==> src/rtl/svc_rv_btb_pkg.sv <==
// svc_rv_btb_pkg: shared types and helpers for the branch target buffer.
// The entry struct is sized for the widest supported configuration
// (64-bit addresses, 8-bit counters). The BTB uses only the low bits
// of each field for its own XLEN/CNT_W. Any upper bits it never reads
// are removed by synthesis.
package svc_rv_btb_pkg;

  localparam int BTB_ADDR_MAX = 64;
  localparam int BTB_CNT_MAX  = 8;

  typedef struct packed {
    logic                    valid;
    logic [BTB_ADDR_MAX-1:0] tag;
    logic [BTB_ADDR_MAX-1:0] target;
    logic [BTB_CNT_MAX-1:0]  cnt;
  } btb_entry_t;

  // Saturating up/down step of a cnt_w-bit direction counter.
  function automatic logic [BTB_CNT_MAX-1:0] sat_cnt_update(
    input logic [BTB_CNT_MAX-1:0] cnt,
    input logic                   inc,
    input int                     cnt_w
  );
    logic [BTB_CNT_MAX-1:0] cnt_max;
    cnt_max = BTB_CNT_MAX'((64'd1 << cnt_w) - 64'd1);
    if (inc) begin
      return (cnt >= cnt_max) ? cnt_max : cnt + 1'b1;
    end else begin
      return (cnt == '0) ? '0 : cnt - 1'b1;
    end
  endfunction

endpackage

==> src/rtl/svc_rv_btb.sv <==
// svc_rv_btb: direct-mapped branch target buffer with registered lookup,
// saturating direction counters and whole-table flush.
// Optional feature: define SVC_RV_BTB_STATS_EN to build the 32-bit
// lookup/hit/mispredict performance counters. Without it the stat_*
// ports read constant zero.
module svc_rv_btb
  import svc_rv_btb_pkg::*;
#(
  parameter int XLEN    = 32,
  parameter int ENTRIES = 16,
  parameter int CNT_W   = 2
) (
  input  logic            clk,
  input  logic            rst,
  input  logic            lu_valid,
  input  logic [XLEN-1:0] lu_pc,
  output logic            pred_valid,
  output logic            pred_hit,
  output logic            pred_taken,
  output logic [XLEN-1:0] pred_target,
  input  logic            upd_valid,
  input  logic [XLEN-1:0] upd_pc,
  input  logic            upd_taken,
  input  logic [XLEN-1:0] upd_target,
  input  logic            upd_mispred,
  input  logic            flush,
  output logic [31:0]     stat_lookups,
  output logic [31:0]     stat_hits,
  output logic [31:0]     stat_mispred
);

  localparam int IDX_W = $clog2(ENTRIES);
  localparam int TAG_W = XLEN - IDX_W - 2;
  localparam logic [BTB_CNT_MAX-1:0] CNT_INIT = BTB_CNT_MAX'(1) << (CNT_W - 1);

  // Address split; pc[1:0] never takes part in indexing or tag compare.
  logic [IDX_W-1:0] lu_idx;
  logic [TAG_W-1:0] lu_tag;
  logic [IDX_W-1:0] upd_idx;
  logic [TAG_W-1:0] upd_tag;

  assign lu_idx  = lu_pc[IDX_W+1:2];
  assign lu_tag  = lu_pc[XLEN-1:IDX_W+2];
  assign upd_idx = upd_pc[IDX_W+1:2];
  assign upd_tag = upd_pc[XLEN-1:IDX_W+2];

  btb_entry_t table_q [ENTRIES];
  btb_entry_t table_d [ENTRIES];

  btb_entry_t lu_ent;
  btb_entry_t upd_ent;
  logic       lu_hit;
  logic       upd_hit;

  logic            pred_vld_p1_d,    pred_vld_p1_q;
  logic            pred_hit_p1_d,    pred_hit_p1_q;
  logic            pred_taken_p1_d,  pred_taken_p1_q;
  logic [XLEN-1:0] pred_target_p1_d, pred_target_p1_q;

  // Stage p0: read the table as it stands before this edge's update/flush.
  always_comb begin
    lu_ent           = table_q[lu_idx];
    lu_hit           = lu_ent.valid && (lu_ent.tag[TAG_W-1:0] == lu_tag);
    pred_vld_p1_d    = lu_valid;
    pred_hit_p1_d    = lu_valid && lu_hit;
    pred_taken_p1_d  = pred_hit_p1_d && lu_ent.cnt[CNT_W-1];
    pred_target_p1_d = pred_hit_p1_d ? lu_ent.target[XLEN-1:0] : '0;
  end

  // Next table state: flush wins over update; only valid bits are cleared.
  always_comb begin
    table_d = table_q;
    upd_ent = table_q[upd_idx];
    upd_hit = upd_ent.valid && (upd_ent.tag[TAG_W-1:0] == upd_tag);
    if (flush) begin
      for (int i = 0; i < ENTRIES; i++) begin
        table_d[i].valid = 1'b0;
      end
    end else if (upd_valid) begin
      if (upd_hit) begin
        table_d[upd_idx].cnt = sat_cnt_update(upd_ent.cnt, upd_taken, CNT_W);
        if (upd_taken) begin
          table_d[upd_idx].target = BTB_ADDR_MAX'(upd_target);
        end
      end else if (upd_taken) begin
        table_d[upd_idx].valid  = 1'b1;
        table_d[upd_idx].tag    = BTB_ADDR_MAX'(upd_tag);
        table_d[upd_idx].target = BTB_ADDR_MAX'(upd_target);
        table_d[upd_idx].cnt    = CNT_INIT;
      end
    end
  end

  // Table registers: reset clears only the valid bits, payload holds.
  always_ff @(posedge clk) begin
    if (rst) begin
      for (int i = 0; i < ENTRIES; i++) begin
        table_q[i].valid <= 1'b0;
      end
    end else begin
      table_q <= table_d;
    end
  end

  // Stage p1: registered prediction outputs.
  always_ff @(posedge clk) begin
    if (rst) begin
      pred_vld_p1_q    <= 1'b0;
      pred_hit_p1_q    <= 1'b0;
      pred_taken_p1_q  <= 1'b0;
      pred_target_p1_q <= '0;
    end else begin
      pred_vld_p1_q    <= pred_vld_p1_d;
      pred_hit_p1_q    <= pred_hit_p1_d;
      pred_taken_p1_q  <= pred_taken_p1_d;
      pred_target_p1_q <= pred_target_p1_d;
    end
  end

  assign pred_valid  = pred_vld_p1_q;
  assign pred_hit    = pred_hit_p1_q;
  assign pred_taken  = pred_taken_p1_q;
  assign pred_target = pred_target_p1_q;

`ifdef SVC_RV_BTB_STATS_EN
  logic [31:0] stat_lookups_d, stat_lookups_q;
  logic [31:0] stat_hits_d,    stat_hits_q;
  logic [31:0] stat_mispred_d, stat_mispred_q;

  // Free-running event counters; they wrap and are not touched by flush.
  always_comb begin
    stat_lookups_d = stat_lookups_q + 32'(lu_valid);
    stat_hits_d    = stat_hits_q + 32'(pred_vld_p1_q && pred_hit_p1_q);
    stat_mispred_d = stat_mispred_q + 32'(upd_valid && upd_mispred);
  end

  // Counter registers.
  always_ff @(posedge clk) begin
    if (rst) begin
      stat_lookups_q <= '0;
      stat_hits_q    <= '0;
      stat_mispred_q <= '0;
    end else begin
      stat_lookups_q <= stat_lookups_d;
      stat_hits_q    <= stat_hits_d;
      stat_mispred_q <= stat_mispred_d;
    end
  end

  assign stat_lookups = stat_lookups_q;
  assign stat_hits    = stat_hits_q;
  assign stat_mispred = stat_mispred_q;
`else
  logic unused_stat;
  assign unused_stat  = upd_mispred;
  assign stat_lookups = '0;
  assign stat_hits    = '0;
  assign stat_mispred = '0;
`endif

  // Ignored PC byte-offset bits and the wide-struct headroom bits.
  logic unused_bits;
  assign unused_bits = ^{lu_pc[1:0], upd_pc[1:0], lu_ent, upd_ent};

endmodule

==> config.mk <==
export PLATFORM = sky130hd
export DESIGN_NAME = svc_rv_btb
export DESIGN_NICKNAME = d
export VERILOG_FILES = /design/src/rtl/svc_rv_btb_pkg.sv /design/src/rtl/svc_rv_btb.sv
export SDC_FILE = /design/constraint.sdc
export NUM_CORES = 2
export LEC_CHECK = 0
export CORE_MARGIN = 2
export CORE_UTILIZATION = 55
export DETAILED_ROUTE_END_ITERATION = 12
export PLACE_DENSITY = 0.76
export SLEW_MARGIN = 20
export SYNTH_ARGS = -nofsm -noshare
export SYNTH_HDL_FRONTEND = slang
export SYNTH_SLANG_ARGS = --single-unit
==> constraint.sdc <==
create_clock -name clk -period 13.4 [get_ports clk]
set_input_delay 1.34 -clock clk [delete_from_list [all_inputs] [get_ports clk]]
set_output_delay 1.34 -clock clk [all_outputs]
set_load 0.01 [all_outputs]
======== Yosys cells after proc, flatten, opt, wreduce, memory -nomap -nowiden ========
Cells that the tools add are included.
cells by class
  order comparisons ....................... 4
  add/subtract/negate cells ............... 2
  equality and inequality tests ........... 2
  bitwise operators ....................... 5
  reduce and logical (&&, ||, !) cells .... 11
  multiplexer cells ....................... 29
operators with widths
  kind                                                                                  number
  2192-bit bitwise mux                                                                  6
  2192-bit two-way mux                                                                  3
  137-bit demux with 4-bit select                                                       4
  137-bit binary-select mux with 4-bit select                                           2
  137-bit two-way mux                                                                   5
  136-bit two-way mux                                                                   1
  72-bit two-way mux                                                                    1
  8-bit two-way mux                                                                     7
  26-bit equality test                                                                  2
  5-bit greater-or-equal comparator (second input constant)                             2
  4-bit NOT with 5-bit output                                                           2
  8-bit by 1-bit adder with 8-bit output (second input constant)                        1
  8-bit by 2-bit greater-or-equal comparator with 1-bit output (second input constant)  1
  8-bit logical NOT                                                                     1
  8-bit by 1-bit subtractor with 8-bit output (second input constant)                   1
  1-bit logical AND                                                                     5
  5-bit by 1-bit < comparator with 1-bit output (second input constant)                 1
  4-bit AND reduction                                                                   1
  2-bit OR reduction                                                                    2
  1-bit NOT                                                                             3
  2-bit AND reduction                                                                   1
  2-bit nonzero test                                                                    1
word-level totals
  word-level logic and storage cells ...... 121
  register bits after elaboration ......... 2227
  input port bits ......................... 103
  output and inout bits ................... 131

======== Logic depth before layout (Yosys ltp) ========
  depth in word-level cells ............... 14
  gate-level depth with buffers ........... 17
  depth with buffers taken out ............ 9

======== Least setup slack after synthesis ========
OpenSTA, ideal clock, no wires.
  path type ............................... input to register
  from .................................... input port flush
  to ...................................... register table_q[1369] (netlist name)
  stages .................................. 6
  library setup time ...................... 0.116 ns
  setup slack ............................. 0.252 ns
  data arrival time ....................... 13.032 ns
  cells stage by stage .................... nor2_1 and2_1 clkbuf_1 nand2_1 inv_1 a32o_1
between the ends
  word-level cells in the longest chain between the ends .. 1
RTL lines
  what                                 line               text
  from (decl)                          svc_rv_btb.sv:26   input logic flush,
  2-bit OR reduction (no source line)  -
  to (signal assigned)                 svc_rv_btb.sv:101  table_q <= table_d;
  to (decl)                            svc_rv_btb.sv:47   btb_entry_t table_q [ENTRIES];
Every way passes these cells.
A chain may end at the register's enable or synchronous reset.

======== Worst setup path after layout ========
  from .................................... input port upd_pc[2]
  to ...................................... register table_q[1519] (netlist name), data pin
between the ends
  word-level cells in the longest chain between the ends .. 9
  elaborated cells on any way between the ends .. 23
  classes of those cells .................. 2 x order compare; 1 x eq/ne; 17 x mux; 1 x bitwise; 2 x reduce/logical
RTL lines
  what                                                                                                                             line                                text
  from (decl)                                                                                                                      svc_rv_btb.sv:22                    input logic [XLEN-1:0] upd_pc,
  4-bit NOT with 5-bit output (not written as such) (*)                                                                            -
  5-bit greater-or-equal comparator (not written as such) / 5-bit by 1-bit < comparator with 1-bit output (equally long branches)  svc_rv_btb.sv:83, svc_rv_btb.sv:88
  1-bit logical AND (not written as such)                                                                                          svc_rv_btb.sv:83, svc_rv_btb.sv:88
  72-bit two-way mux (not written as such)                                                                                         svc_rv_btb.sv:83, svc_rv_btb.sv:88
  137-bit demux with 4-bit select                                                                                                  svc_rv_btb.sv:83, svc_rv_btb.sv:88
  2192-bit bitwise mux                                                                                                             svc_rv_btb.sv:88                    table_d[upd_idx].target = BTB_ADDR_MAX'(upd_target);
  2192-bit bitwise mux                                                                                                             svc_rv_btb.sv:89                    table_d[upd_idx].cnt = CNT_INIT;
  2192-bit two-way mux                                                                                                             svc_rv_btb.sv:85                    end else if (upd_taken) begin
  2192-bit two-way mux (*)                                                                                                         svc_rv_btb.sv:80                    if (upd_hit) begin
Every way passes the cells marked *; elsewhere a longest branch is shown, timed or not. The select of a mux whose other input is x is not followed.

==> out/metrics.cfg <==
[status]
status=finished, final reports clean

[synthesis]
synth_warnings=0
synth_edf_count=1056
async_flop_share_pct=0
synthesis.area_um2=59780
synth_seq_cells=1107
yosys.area.top_type=edfxtp_1
synth_top_area_share_pct=53.04
synth.distinct_cells=63
ys_seq_area_share_pct=54.75
synthFlopType=edfxtp_1
syn_inst=4235
synth_area_leaders=edfxtp_1 53%, mux4_2 16%, mux2i_1 9.8%
avgSynthCellArea_um2=14.12

[setup_path]
endpoint_kind=flop
worst_r2r_path_depth=9
crit_chain=buf_6 > buf_4 > nor2b_1 > nand2_1 > a31o_2 > a221oi_1 > a31oi_1 > a211oi_1 > and4_4 > buf_12 > buf_4 > a21oi_1
path_class=input pin to flop
worst_r2r_endpoint=table_q[1519]
required_ns=13.79
crit_path_top_delay_cell=buf_4
rrSetupSlack_ns=7.98
worstReg2RegStart=table_q[1721]
critical_path_arrival_ns=7.49
crit_start=upd_pc[2]
startpoint_type=input pin
worstSetupEndpoint=table_q[1519]
slowest_delay_ns=0.83
cp_common_cell=buf_4
cp_max_fo=181

[routing]
routed-wl-met3_mm=21.08
wl_per_cell_um=30.33
highest_layer=met5
dr.pass1.iters=6
route.detailed.drc=0
ant_nets=0
vias=39512
drt_iter0_markers=5795
avgViaCountPerCell=7.070
drt_wl_total_mm=169.5
wl_met1_mm=62.30
wl_met2_mm=79.04

[sta]
final_hold_viol_count=0
fin_crit_ns=7.096
maxSlewHeadroom_pct=17.62
setup_tns_ns=0
fmax_mhz=140.9
drv_slew=0
period_share_pct=52.96
rsz0062_at_grt=no
max_slew.worst_pin.slew_ns=1.229
fin_skew_ns=0.06643
finalSetupViolCount=0

[floorplanning]
die_area_um2=111400
die_w_um=333.7
core_um2=107500
die_h_um=333.7
ios=234
rows=120
initial_core_util_pct=55.61

[power_and_ir_drop]
p_seq_share_pct=50.3
switching_power_mw=1.748
peakVddDrop_uv=106.4
leakagePower_nw=23.09
p_per_area_nw_per_um2=115.9
internal-power_mw=5.817
swShare_pct=23.11
p_clk_share_pct=42.1
combPwrFrac_pct=7.6

[global_route]
grt_max_degree=196
antenna_found_initial=10
grt_usage_pct=29.97
overflow=0
grt_pass1_vias=38600
grt_pass1_wl_mm=250.6

[min_path]
min_path_type=flop to flop

[final_layout]
drive_above_1_share_pct=19.36
fin_util_pct=60.71
fin_nets=4188
area_delta_synth_final_pct=9.162

[place]
gp_congestion=0.8835
portBuffers=132
dp_hpwl_mm=90.72

[clock_network]
post_cts_buffers=0
cts.reportedPaths.clkPinSlew_ns=0.06
cts_buffers=114
cts_root_buf=clkbuf_16
post_cts_resized=0
ctsLongestPathBuffers=3
htree_levels=3
clock_latency_ns=0.73
hold_buffers=0
clock_sinks=1107
cts_tree=yes

[job]
cap_violations=0

## cell usage after synthesis (6+ instances only)
cell      number
edfxtp_1    1056
mux2i_1      585
a21oi_1      555
mux4_2       424
and3_1       325
clkbuf_1     325
nor3_1       219
buf_2        127
buf_4        106
nand2_1       95
dfxtp_1       51
xnor2_1       49
buf_1         34
nor2_1        29
mux2_2        20
nor4_1        20
nor4b_2       18
o22ai_1       15
nor4b_1       14
a22oi_1       12
nor2b_1       12
o31ai_1       12
inv_1          9
nand4_1        9
buf_6          8
xor2_1         8
a211oi_1       7
nand2b_1       7
a32o_1         6
o21ai_0        6
## cell usage in the layout (no fill, tap or decap), drive strengths merged, types with 95 or more instances in the layout
cell type / instances
and3: 325
a21oi: 555
nor3: 220
mux2i: 585
nand2: 95
conb: 96
clkbuf: 147
clkdlybuf4s50: 123
buf: 113
mux4: 424
edfxtp: 1056
## kinds of logic after synthesis
family	synth area share, %
other cells	0.006272
fa+ha+maj	0.04185
xor+xnor	0.8350
buf+inv	4.918
simple gates	7.344
mux	26.14
flops	54.75
compound gates	5.963
## layer usage
metal	track usage, %	vias to the layer above
met5	0	-
met4	12.39	6
met3	6.401	488
met2	46.34	2756
met1	41.64	19918
li1	-	16344
## per-stage QoR
stage	setup slack (ns)	std cells	hold slack [ns]	power [mW]	cell area (µm²)
after floorplan	0.2519	4330	0.4366	4.300	60140
after global placement	5.770	5368	0.4485	4.436	61450
after detailed placement	5.712	5368	0.4633	4.444	61470
after CTS	6.423	5580	0.4745	7.570	65170
after global routing	6.102	5584	0.4940	7.744	65250
final	6.304	5589	0.4776	7.565	65260
## power by group through the flow
stage	Combinational [mW]	Clock (mW)	Sequential [mW]
finish	0.576	3.18	3.81
global route	0.606	3.33	3.81
CTS	0.565	3.20	3.81
detailed placement	0.564	0	3.88
global placement	0.557	0	3.88
floorplan	0.409	0	3.89
## flip-flops by register name, summed over array words and instances, names as in the netlist
register	count
pred_target	32
pred_taken	1
table_q	1072
pred_hit	1
pred_valid	1
## area by class of cell
class | instances | area, µm²
fill | 7906 | 42240
sequential | 1107 | 32730
multi-input combinational | 2604 | 24800
clock buffer | 146 | 3117
timing repair buffer | 237 | 2181
tap | 1403 | 1755
clock inverter | 66 | 579.3
inverter | 19 | 86.33
antenna | 7 | 17.52
## worst min-delay path by stage
stage	startpoint	end	slack, ns	cells after the start
final	table_q[1780]	table_q[1780]	0.48	2
after global placement	table_q[1506]	table_q[1506]	0.45	2
after global routing	table_q[1780]	table_q[1780]	0.49	2
after detailed placement	table_q[2191]	table_q[2191]	0.46	2
after floorplan	table_q[1917]	table_q[1917]	0.44	2
after CTS	table_q[2191]	table_q[2191]	0.47	2
## worst max-delay path: cells and delay by family
kind,cells,cell delay [ns]
AOI/OAI and AO/OA,5,1.70
buffers and inverters,4,2.52
and+or+nand+nor,3,1.60
Power figures use the tool's default switching activity.
